$ cat src/rtl/branch_ctrl_pkg.sv
// ---------------------------------------------------------------------------
// branch_pkg
// Shared definitions for the MEM-stage branch controller:
//   - br_mode_e : branch condition select encodings
//   - state_e   : controller state encodings (IDLE / FLUSH)
//   - FCNT_W    : width of the flush down-counter (holds up to 7)
//   - eval_cond : resolves a branch condition from mode and ALU flags
// ---------------------------------------------------------------------------
package branch_pkg;

  localparam int FCNT_W = 3;

  typedef enum logic [2:0] {
    BR_BEQ  = 3'd0,
    BR_BNE  = 3'd1,
    BR_BLEZ = 3'd2,
    BR_BGTZ = 3'd3,
    BR_BLTZ = 3'd4,
    BR_BGEZ = 3'd5,
    BR_JMP  = 3'd6,
    BR_NOP  = 3'd7
  } br_mode_e;

  typedef enum logic {
    ST_IDLE  = 1'b0,
    ST_FLUSH = 1'b1
  } state_e;

  // Flags are taken literally: zero=1 together with neg=1 is not treated
  // as an error, each mode simply looks at the bits it cares about.
  function automatic logic eval_cond(input logic [2:0] mode,
                                     input logic       zero,
                                     input logic       neg);
    logic c;
    c = 1'b0;
    case (mode)
      BR_BEQ:  c = zero;
      BR_BNE:  c = ~zero;
      BR_BLEZ: c = zero | neg;
      BR_BGTZ: c = ~zero & ~neg;
      BR_BLTZ: c = neg;
      BR_BGEZ: c = ~neg;
      BR_JMP:  c = 1'b1;
      default: c = 1'b0;
    endcase
    return c;
  endfunction

endpackage

$ cat src/rtl/branch_ctrl_if.sv
// ---------------------------------------------------------------------------
// branch_ctrl_if
// Bundles the branch controller's pipeline-facing signals.
//   membranch   : branch-class instruction present in MEM
//   br_mode     : condition select (see branch_pkg::br_mode_e)
//   zero, neg   : ALU flags for the instruction in MEM
//   cnt_clr     : synchronous clear of the statistics counters
//   pcsrc       : select branch target for next PC (combinational)
//   flush       : squash IF/ID/EX registers (registered)
//   br_count    : saturating count of evaluated branches
//   taken_count : saturating count of taken branches
// Modports: master = pipeline side, slave = branch controller.
// ---------------------------------------------------------------------------
interface branch_ctrl_if #(
  parameter int CNT_WIDTH = 16
);

  logic                 membranch;
  logic [2:0]           br_mode;
  logic                 zero;
  logic                 neg;
  logic                 cnt_clr;
  logic                 pcsrc;
  logic                 flush;
  logic [CNT_WIDTH-1:0] br_count;
  logic [CNT_WIDTH-1:0] taken_count;

  modport master (
    output membranch, br_mode, zero, neg, cnt_clr,
    input  pcsrc, flush, br_count, taken_count
  );

  modport slave (
    input  membranch, br_mode, zero, neg, cnt_clr,
    output pcsrc, flush, br_count, taken_count
  );

endinterface

$ cat src/rtl/branch_ctrl_sat_counter.sv
// ---------------------------------------------------------------------------
// sat_counter
// Up-counter that sticks at its all-ones value instead of wrapping.
//   clk   : clock, rising edge
//   rst_n : synchronous active-low reset, clears count
//   inc   : count one event this cycle
//   clr   : synchronous clear, wins over inc
//   count : current value
// ---------------------------------------------------------------------------
module sat_counter #(
  parameter int WIDTH = 16
) (
  input  logic             clk,
  input  logic             rst_n,
  input  logic             inc,
  input  logic             clr,
  output logic [WIDTH-1:0] count
);

  localparam logic [WIDTH-1:0] MAX_VAL = {WIDTH{1'b1}};

  always_ff @(posedge clk) begin
    if (!rst_n) begin
      count <= '0;
    end else if (clr) begin
      count <= '0;
    end else if (inc && (count != MAX_VAL)) begin
      count <= count + 1'b1;
    end
  end

endmodule

$ cat src/rtl/branch_ctrl.sv
// ---------------------------------------------------------------------------
// branch_ctrl
// MEM-stage branch resolution. Evaluates the branch condition for the
// instruction in MEM, steers the PC in the same cycle, and then holds flush
// for FLUSH_CYCLES cycles while the wrong-path instructions drain. Also
// keeps saturating statistics of evaluated and taken branches.
//   clk   : clock, rising edge
//   rst_n : synchronous active-low reset
//   bus   : branch_ctrl_if.slave (membranch, br_mode, zero, neg, cnt_clr in;
//           pcsrc, flush, br_count, taken_count out)
// Parameters:
//   FLUSH_CYCLES : 1..7, length of the flush window
//   CNT_WIDTH    : 4..32, width of the statistics counters
// ---------------------------------------------------------------------------
module branch_ctrl
  import branch_pkg::*;
#(
  parameter int FLUSH_CYCLES = 3,
  parameter int CNT_WIDTH    = 16
) (
  input  logic        clk,
  input  logic        rst_n,
  branch_ctrl_if.slave bus
);

  localparam logic [FCNT_W-1:0] FLUSH_LOAD = FCNT_W'(FLUSH_CYCLES - 1);

  state_e              state;
  state_e              state_next;
  logic [FCNT_W-1:0]   fcnt;
  logic [FCNT_W-1:0]   fcnt_next;
  logic                flush_q;
  logic                cond;
  logic                evaluate;
  logic                taken;
  logic [CNT_WIDTH-1:0] br_cnt;
  logic [CNT_WIDTH-1:0] taken_cnt;

  // Instructions seen during FLUSH are wrong-path, so only IDLE evaluates.
  // Gating with rst_n keeps pcsrc low for the whole reset period.
  assign cond     = eval_cond(bus.br_mode, bus.zero, bus.neg);
  assign evaluate = bus.membranch & (state == ST_IDLE) & rst_n;
  assign taken    = evaluate & cond;

  always_ff @(posedge clk) begin
    if (!rst_n) begin
      state   <= ST_IDLE;
      fcnt    <= '0;
      flush_q <= 1'b0;
    end else begin
      state   <= state_next;
      fcnt    <= fcnt_next;
      flush_q <= (state_next == ST_FLUSH);
    end
  end

  // fcnt counts the remaining flush cycles after the current one, so the
  // window ends on the edge where it reads zero.
  always_comb begin
    state_next = state;
    fcnt_next  = fcnt;
    case (state)
      ST_IDLE: begin
        if (taken) begin
          state_next = ST_FLUSH;
          fcnt_next  = FLUSH_LOAD;
        end
      end
      ST_FLUSH: begin
        if (fcnt == '0) begin
          state_next = ST_IDLE;
        end else begin
          fcnt_next = fcnt - 1'b1;
        end
      end
      default: begin
        state_next = ST_IDLE;
        fcnt_next  = '0;
      end
    endcase
  end

  sat_counter #(.WIDTH(CNT_WIDTH)) u_br_counter (
    .clk   (clk),
    .rst_n (rst_n),
    .inc   (evaluate),
    .clr   (bus.cnt_clr),
    .count (br_cnt)
  );

  sat_counter #(.WIDTH(CNT_WIDTH)) u_taken_counter (
    .clk   (clk),
    .rst_n (rst_n),
    .inc   (taken),
    .clr   (bus.cnt_clr),
    .count (taken_cnt)
  );

  assign bus.pcsrc       = taken;
  assign bus.flush       = flush_q;
  assign bus.br_count    = br_cnt;
  assign bus.taken_count = taken_cnt;

endmodule

$ cat src/flat_wrapper.sv
// flat-port wrapper written by rule: the top's interface ports become plain ports
module branch_ctrl_flat import branch_pkg::*;
#(
  parameter int FLUSH_CYCLES = 3,
  parameter int CNT_WIDTH    = 16
)
  (clk, rst_n, bus_membranch, bus_br_mode, bus_zero, bus_neg, bus_cnt_clr, bus_pcsrc, bus_flush, bus_br_count, bus_taken_count);
  branch_ctrl_if #(.CNT_WIDTH(CNT_WIDTH)) bus_i ();
  input  logic clk;
  input  logic rst_n;
  input wire logic [$bits(bus_i.membranch)-1:0] bus_membranch;
  input wire logic [$bits(bus_i.br_mode)-1:0] bus_br_mode;
  input wire logic [$bits(bus_i.zero)-1:0] bus_zero;
  input wire logic [$bits(bus_i.neg)-1:0] bus_neg;
  input wire logic [$bits(bus_i.cnt_clr)-1:0] bus_cnt_clr;
  output wire logic [$bits(bus_i.pcsrc)-1:0] bus_pcsrc;
  output wire logic [$bits(bus_i.flush)-1:0] bus_flush;
  output wire logic [$bits(bus_i.br_count)-1:0] bus_br_count;
  output wire logic [$bits(bus_i.taken_count)-1:0] bus_taken_count;
  assign bus_i.membranch = bus_membranch;
  assign bus_i.br_mode = bus_br_mode;
  assign bus_i.zero = bus_zero;
  assign bus_i.neg = bus_neg;
  assign bus_i.cnt_clr = bus_cnt_clr;
  assign bus_pcsrc = bus_i.pcsrc;
  assign bus_flush = bus_i.flush;
  assign bus_br_count = bus_i.br_count;
  assign bus_taken_count = bus_i.taken_count;
  branch_ctrl #(.FLUSH_CYCLES(FLUSH_CYCLES), .CNT_WIDTH(CNT_WIDTH)) u_core (.clk(clk), .rst_n(rst_n), .bus(bus_i));
endmodule
$ cat config.mk
export PLATFORM = sky130hd
export DESIGN_NAME = branch_ctrl_flat
export DESIGN_NICKNAME = d
export VERILOG_FILES = /design/src/rtl/branch_ctrl_pkg.sv /design/src/rtl/branch_ctrl_if.sv /design/src/rtl/branch_ctrl_sat_counter.sv /design/src/rtl/branch_ctrl.sv /design/src/flat_wrapper.sv
export SDC_FILE = /design/constraint.sdc
export NUM_CORES = 1
export LEC_CHECK = 0
export ABC_AREA = 1
export CAP_MARGIN = 30
export CORE_ASPECT_RATIO = 1.1
export CORE_MARGIN = 2
export CORE_UTILIZATION = 49
export CTS_BUF_LIST = sky130_fd_sc_hd__clkbuf_4 sky130_fd_sc_hd__clkbuf_8
export CTS_CLUSTER_DIAMETER = 40
export DETAILED_ROUTE_END_ITERATION = 8
export MAX_ROUTING_LAYER = met4
export PLACE_DENSITY = 0.89
export SKIP_LAST_GASP = 1
export SLEW_MARGIN = 20
export SYNTH_ARGS = -nofsm -noshare
export SYNTH_HDL_FRONTEND = slang
export SYNTH_SLANG_ARGS = --single-unit
$ cat constraint.sdc
create_clock -name clk -period 1.52 [get_ports clk]
set_input_delay 0.152 -clock clk [delete_from_list [all_inputs] [get_ports clk]]
set_output_delay 0.152 -clock clk [all_outputs]
set_load 0.02 [all_outputs]
-- Word-level counts from Yosys, hierarchy flattened
Index checks and enable logic that the tools add are counted.
- word-level logic and storage cells: 39
- bits in writable memories: 0
- bits of input ports: 9
- flip-flop bits (word level): 36
- output and inout port bits: 34
- ROM bits: 0
- latch bits: 0
- memories: 0
- bitwise gates (word level): 9
- divide/modulo/power cells: 0
- shift-type cells: 0
- add/subtract/negate cells: 3
- reduce and logical (&&, ||, !) cells: 6
- multiply operators: 0
- eq/ne operators: 10
- muxes and demuxes: 7
- order comparisons: 0
- operators by type and width (kind ; count):
    adder 16 x 1 -> 16 bit (second input constant) ; 2
    != test 16 bit (second input constant) ; 2
    equality test 3 bit (second input constant) ; 3
    case mux 1 bit (7 select lines) ; 1
    equality test 3 x 2 -> 1 bit (second input constant) ; 2
    logical NOT 3 bit ; 2
    2-to-1 mux 3 bit ; 2
    case mux 3 bit (2 select lines) ; 1
    bitwise AND 1 bit ; 4
    != test 2 bit (second input constant) ; 2
    inverter 1 bit ; 4
    equality test 3 x 1 -> 1 bit (second input constant) ; 1
    subtractor 3 x 1 -> 3 bit (second input constant) ; 1
    logical AND 1 bit ; 2
    2-to-1 mux 1 bit ; 2
    case mux 1 bit (2 select lines) ; 1
    AND reduction 2 bit ; 1
    OR reduction 2 bit ; 1
    bitwise OR 1 bit ; 1

-- Longest topological paths before layout
Gate-level depths: netlist of run 1.
- depth in word-level cells: 6
- gate-level depth with buffers: 10
- gate-level depth less buffers: 10

-- Cells and area by module
Synthesis of run 1 repeated with hierarchy kept, for this count alone.
- cells, all modules: 343
- area total of the unflattened synthesis: 2074.5 um2
- by module, submodules not included (module ; instances ; area an instance (um2) ; seq. area each (um2) ; cells each):
    sat_counter ; 2 ; 910.9 ; 320.3 ; 153
    branch_ctrl ; 1 ; 252.7 ; 80.1 ; 37

-- Worst setup path after synthesis of run 1
OpenSTA, ideal clock, no wires.
- path type: reg2reg
- start: register u_core.u_br_counter.count[1]
- end: register u_core.u_br_counter.count[0]
- setup time: 0.116 ns
- slack: -0.162 ns
- data arrival time: 1.567 ns
- path buffers: 1
- clock period less this slack: 1.682 ns
- stages on the path, launching flop included: 11
- path through: dfxtp_1 ha_1 nand2_2 nor2_2 and2_4 nand3_4 nand2_4 inv_2 buf_6 nor2_1 nor2_1
- cells in the longest elaborated chain, start to end: 2
- RTL lines (item ; RTL line ; source):
    start: declaration ; branch_ctrl_sat_counter.sv:17 ; output logic [WIDTH-1:0] count
    start signal: assignment ; branch_ctrl_sat_counter.sv:28 ; count <= count + 1'b1;
    != test 16 bit ; branch_ctrl_sat_counter.sv:27 ; end else if (inc && (count != MAX_VAL)) begin
    logical AND 1 bit ; branch_ctrl_sat_counter.sv:27 ;
Every way passes these cells.
A chain may end at the register's enable or synchronous reset.

-- Final worst setup path of run 1
- start: register u_core.u_br_counter.count[0]
- end: register u_core.u_br_counter.count[13]
- cells in the longest elaborated chain, start to end: 2
- elaborated cells on any way between the ends: 3
- those cells by class: 1 x add/sub; 1 x eq/ne; 1 x reduce/logical
- RTL lines (item):
    parallel branches: the longest is 2 deep, another holds adder 16 x 1 -> 16 bit
Parallel ways; which one is timed is not known.

==> qor.yml, run 1 <==
outcome:
  status: "complete, but fails checks"
  failed_checks: "setup timing"
synthesis:
  synthXorXnorAreaFrac_pct: 5.67
  async_flop_share_pct: 0
  syn_nets: 362
  synth.area.top_cells: "dfxtp_1, nand2_1, nor2_1"
  synth_top_area_share_pct: 31.1
  synth_cells: 349
  synth_top_cell_by_area: "dfxtp_1"
  synth_edf_count: 0
  synthSimpleGateAreaFrac_pct: 41.7
  synth.mux.area_fraction_pct: 0
  synth_adder_area_share_pct: 2.16
  synth_compound_area_share_pct: 10.2
  synth-seq-area-share_pct: 31.1
  synth_common_cells: "nand2_1, nor2_1, inv_1"
  synth-main-ff-cell: "dfxtp_1"
  avgSynthCellArea_um2: 6.64
  ys_warn_count: 0
  synth_most_common_cell: "nand2_1"
  ys_seq_elements: 36
  synth_cell_types: 28
  synth_top_family_by_area: "simple AND/OR/NAND/NOR gates"
  netlist_area_um2: 2320
die:
  core_um2: 4590
  dieArea_um2: 5300
  die_x_um: 69.6
  rows: 26
  die_y_um: 76.1
  initial_core_util_pct: 50.5
  io_pins: 43
route:
  first_pass_iters: 4
  vias_per_cell: 5.20
  wl_met1_um: 2420
  postRouteAntennaNets: 0
  drcViolationCount: 0
  drt_iter0_markers: 196
  routed_wl_um: 6330
  top_layer_used: "met4"
  met2_length_um: 3370
  wl_met3_um: 392
  wire_per_inst_um: 13.1
  vias: 2515
place:
  placed_area_um2: 3040
  portBuffers: 42
  gp_congestion: 0.897
  dp.cells: 474
  hpwlAfterDp_um: 4350
grt:
  grt_usage_pct: 22.7
  grt_max_degree: 28
  antenna_found_initial: 0
  grt_pass1_wl_um: 9670
  overflow: 0
  grt_pass1_vias: 2291
hold_path:
  min_path_type: "reg2reg"
  whs_path_depth: 1
worst_setup_path:
  critPathMaxStageDelay_ns: 0.38
  reg2reg_depth: 10
  cpMaxStageDelayCell: "dfxtp_4"
  worst-setup-path-type: "reg2reg"
  worstPathCellList: "ha_4 > nand2_4 > nor2_4 > and2_4 > nand3_4 > buf_4 > nand3_1 > nand2_1 > inv_1 > nor2_1"
  arrival_ns: 1.74
  cp-start-kind: "register"
  required_ns: 1.71
  path_max_fanout: 4
  cp-end-kind: "register"
sta:
  setup_viol: 1
  finClkSkew_ns: 0.00909
  worst_slew_pin_slew_ns: 0.289
  slew_viol_final: 0
  worst_slack_ns: -0.0305
  period_needed_ns: 1.55
  fmax_ghz: 0.645
  timing.final.hold_violations: 0
  period_share_pct: 102
  finalSetupTns_ns: -0.0305
  rsz0062_at_grt: "true"
  slew_headroom_pct: 80.6
cts:
  clock_path_buffers: 2
  cts_tree: "built"
  clk_latency_ns: 0.29
  cts_made_buffers: 5
  cts-root-buf: "clkbuf_8"
  cts_num_sinks: 36
  path_clk_slew_ns: 0.07
  htreeDepth: 2
pwr:
  power_uw: 1830
  ir_drop_mv: 0.441
  power_density_nw_per_um2: 567
  leakagePower_uw: 0.00155
final_layout:
  syn_to_final_growth_pct: 39.5
  fin_nets: 441
  fin_area_um2: 3230
  drive_gt1_share_pct: 24.3
  final_cell_count_no_fill: 484
  diodes: 0
run:
  maxCapViolations: 0
[sequential cells by signal, summed over array words and instances (netlist names)]
| name | count |
|---|---|
| u_core.fcnt | 3 |
| u_core.bus.flush | 1 |
| u_core.u_taken_counter.count | 16 |
| u_core.u_br_counter.count | 16 |
[layout make-up]
class | count | area, µm²
Fill cell | 348 | 1360
Timing Repair Buffer | 78 | 717
Tap cell | 56 | 70.1
Clock inverter | 1 | 5.00
Inverter | 42 | 160
Sequential cell | 36 | 739
Multi-Input combinational cell | 265 | 1460
Clock buffer | 6 | 76.3
[critical path: cells and delay by family, from the launching register on]
kind / cells / cell delay [ns]
flip-flops: 1 / 0.38
AND/OR/NAND/NOR: 7 / 0.65
buffers and inverters: 2 / 0.25
adder cells (fa/ha/maj): 1 / 0.16
[cell families after synthesis]
| family | Yosys count |
|---|---|
| AND/OR/NAND/NOR | 211 |
| buffers and inverters | 48 |
| flip-flops | 36 |
| AO/OA/AOI/OAI | 35 |
| XOR/XNOR | 15 |
| adder cells (fa/ha/maj) | 4 |
[path summary, 6_finish.rpt]
check,endpoint,slack (ns),startpoint
hold reg to reg,u_core.fcnt[0],0.45,u_core.fcnt[0]
hold / removal,u_core.fcnt[0],0.45,u_core.fcnt[0]
setup reg to reg,u_core.u_br_counter.count[13],-0.03,u_core.u_br_counter.count[0]
setup / recovery,u_core.u_br_counter.count[13],-0.03,u_core.u_br_counter.count[0]
[placed cells by master (no fill, tap or decap), types with 4 or more instances in the layout]
master	count
a21oi_1	11
a21oi_2	17
buf_4	33
clkbuf_8	5
clkdlybuf4s50_1	14
dfxtp_1	29
dfxtp_4	4
dlygate4sd2_1	16
dlymetal6s2s_1	11
inv_1	37
nand2_1	119
nand2_2	8
nand3_1	13
nand4_1	10
nor2_1	35
nor2_2	7
o21ai_0	5
xnor2_1	6
xor2_1	9
[power by group]
group	internal [µW]	total, µW	switching, µW
Combinational	82.5	194	112
Sequential	946	954	8.31
Clock	330	683	353
[metal layers]
metal / GRT usage (%) / vias to the layer above
li1: - / 1247
met1: 23.9 / 1157
met2: 41.5 / 95
met3: 4.50 / 16
met4: 8.63 / 0
met5: - / -
[per-stage QoR]
| step | hold WS [ns] | setup slack (ns) | utilization, % |
|---|---|---|---|
| after floorplan | 0.278 | -0.000867 | - |
| after global routing | 0.475 | -0.0623 | 70.5 |
| after global placement | 0.441 | -0.260 | 66.2 |
| after CTS | 0.455 | -0.0322 | 67.5 |
| after detailed placement | 0.445 | -0.303 | 66.2 |
| final | 0.451 | -0.0305 | 70.5 |
[timing repair]
item,in CTS,in global routing
buffers inserted,0,3
resized for setup,17,41
pin swaps,0,10
endpoints found under the setup margin,17,45
hold buffers,0,0
No activity file was read; power rests on OpenSTA's default activity.
==> inputs of run 2 (changes only) <==
CORE_MARGIN = not set   (was 2)
==> qor.yml, run 2 (same netlist as run 1, synthesis figures left out) <==
die:
  die_y_um: 74.1
  die_x_um: 67.6
  io_pins: 43
  initial_core_util_pct: 52.5
  dieArea_um2: 5010
  rows: 25
  core_um2: 4410
worst_setup_path:
  cp-start-kind: "register"
  required_ns: 1.37
  arrival_ns: 1.35
  cp-end-kind: "output pin"
  path_max_fanout: 3
  worst-setup-path-type: "reg2out"
route:
  drt_iter0_markers: 205
  first_pass_iters: 5
  wire_per_inst_um: 13.2
  vias_per_cell: 5.22
  postRouteAntennaNets: 0
  drcViolationCount: 0
  routed_wl_um: 6470
  vias: 2557
place:
  placed_area_um2: 3060
  portBuffers: 42
  hpwlAfterDp_um: 4450
  gp_congestion: 0.888
  pre_cts_slack_ns: -0.336
final_layout:
  diodes: 0
  syn_to_final_growth_pct: 41.2
  fin_nets: 448
  drive_gt1_share_pct: 24.5
  layout_commonest_cell: "nand2_1"
  fill_cells: 331
  fin_area_um2: 3270
  final_cell_mix: "nand2_1, buf_4, inv_1, nor2_1, dfxtp_1"
  largestRegisters: "u_core.u_br_counter.count (16), u_core.u_taken_counter.count (16), u_core.fcnt (3)"
sta:
  finalSetupTns_ns: 0
  setup_viol: 0
  fmax_ghz: 0.667
  worst_slack_ns: 0.0200
  period_share_pct: 98.7
  slew_headroom_pct: 75.0
  finClkSkew_ns: 0.00837
  period_needed_ns: 1.50
  timing.final.hold_violations: 0
  worst_slew_pin_slew_ns: 0.373
  slew_viol_final: 0
  hold_ws_ns: 0.435
  rsz0062_at_grt: "true"
outcome:
  status: "finished, final reports clean"
cts:
  clock_path_buffers: 2
  cts_made_buffers: 5
  htreeDepth: 2
  clk_latency_ns: 0.30
  path_clk_slew_ns: 0.08
  cts_tree: "built"
  cts-root-buf: "clkbuf_8"
  cts_num_sinks: 36
grt:
  antenna_found_initial: 0
  grt_pass1_vias: 2388
  overflow: 0
  grt_pass1_wl_um: 10200
  grt_usage_pct: 27.7
  grt_max_degree: 28
pwr:
  ir_drop_mv: 0.517
  power_density_nw_per_um2: 578
  power_uw: 1890
  leakagePower_uw: 0.00155
hold_path:
  min_path_type: "reg2reg"
run:
  maxCapViolations: 0
==> run 2: per-stage QoR <==
| stage | utilization (%) | instances |
|---|---|---|
| after detailed placement | 69.4 | 476 |
| after global placement | 69.4 | 476 |
| after CTS | 71.3 | 484 |
| after global routing | 74.2 | 490 |
| final | 74.2 | 490 |
| after floorplan | - | 349 |
==> run 2: final timing paths <==
path                                         to  depth (start not counted)  slack (ns)                            start
setup / recovery             bus_taken_count[1]                          2        0.02  u_core.u_taken_counter.count[1]
hold / removal                   u_core.fcnt[0]                          1        0.44                   u_core.fcnt[0]
setup reg to reg  u_core.u_br_counter.count[11]                          9        0.03     u_core.u_br_counter.count[1]
hold reg to reg                  u_core.fcnt[0]                          1        0.44                   u_core.fcnt[0]
==> run 2: timing repair <==
action	CTS	global route
resized for setup	23	32
pin swaps	0	8
cloned	0	0
setup endpoints to repair	23	39
hold buffers	0	0
setup buffers	0	6
==> run 2: report_power, final <==
group,internal [µW],switching (µW)
Clock,362,380
Sequential,947,7.44
Combinational,82.4,113
==> run 2: per-layer routing <==
layer  wire length (µm)  track usage, %  up-vias
li1                   -               -     1266
met1               2450            29.0     1172
met2               3360            48.8      102
met3                474            6.60       17
met4                186            11.3        0
met5                  0               -        -
==> run 2: area by class of cell <==
type | instances | area [µm²] | share of cell area, %
Clock buffer | 6 | 82.6 | 2.52
Timing Repair Buffer | 85 | 762 | 23.3
Clock inverter | 2 | 10.0 | 0.306
Inverter | 42 | 160 | 4.89
Multi-Input combinational cell | 265 | 1450 | 44.4
Sequential cell | 36 | 736 | 22.5
Tap cell | 54 | 67.6 | 2.07
==> run 2: worst max-delay path, stage by stage (launching register included) <==
cell	delay (ns)
dfxtp_2	0.34
buf_4	0.12
clkdlybuf4s50_1	0.59
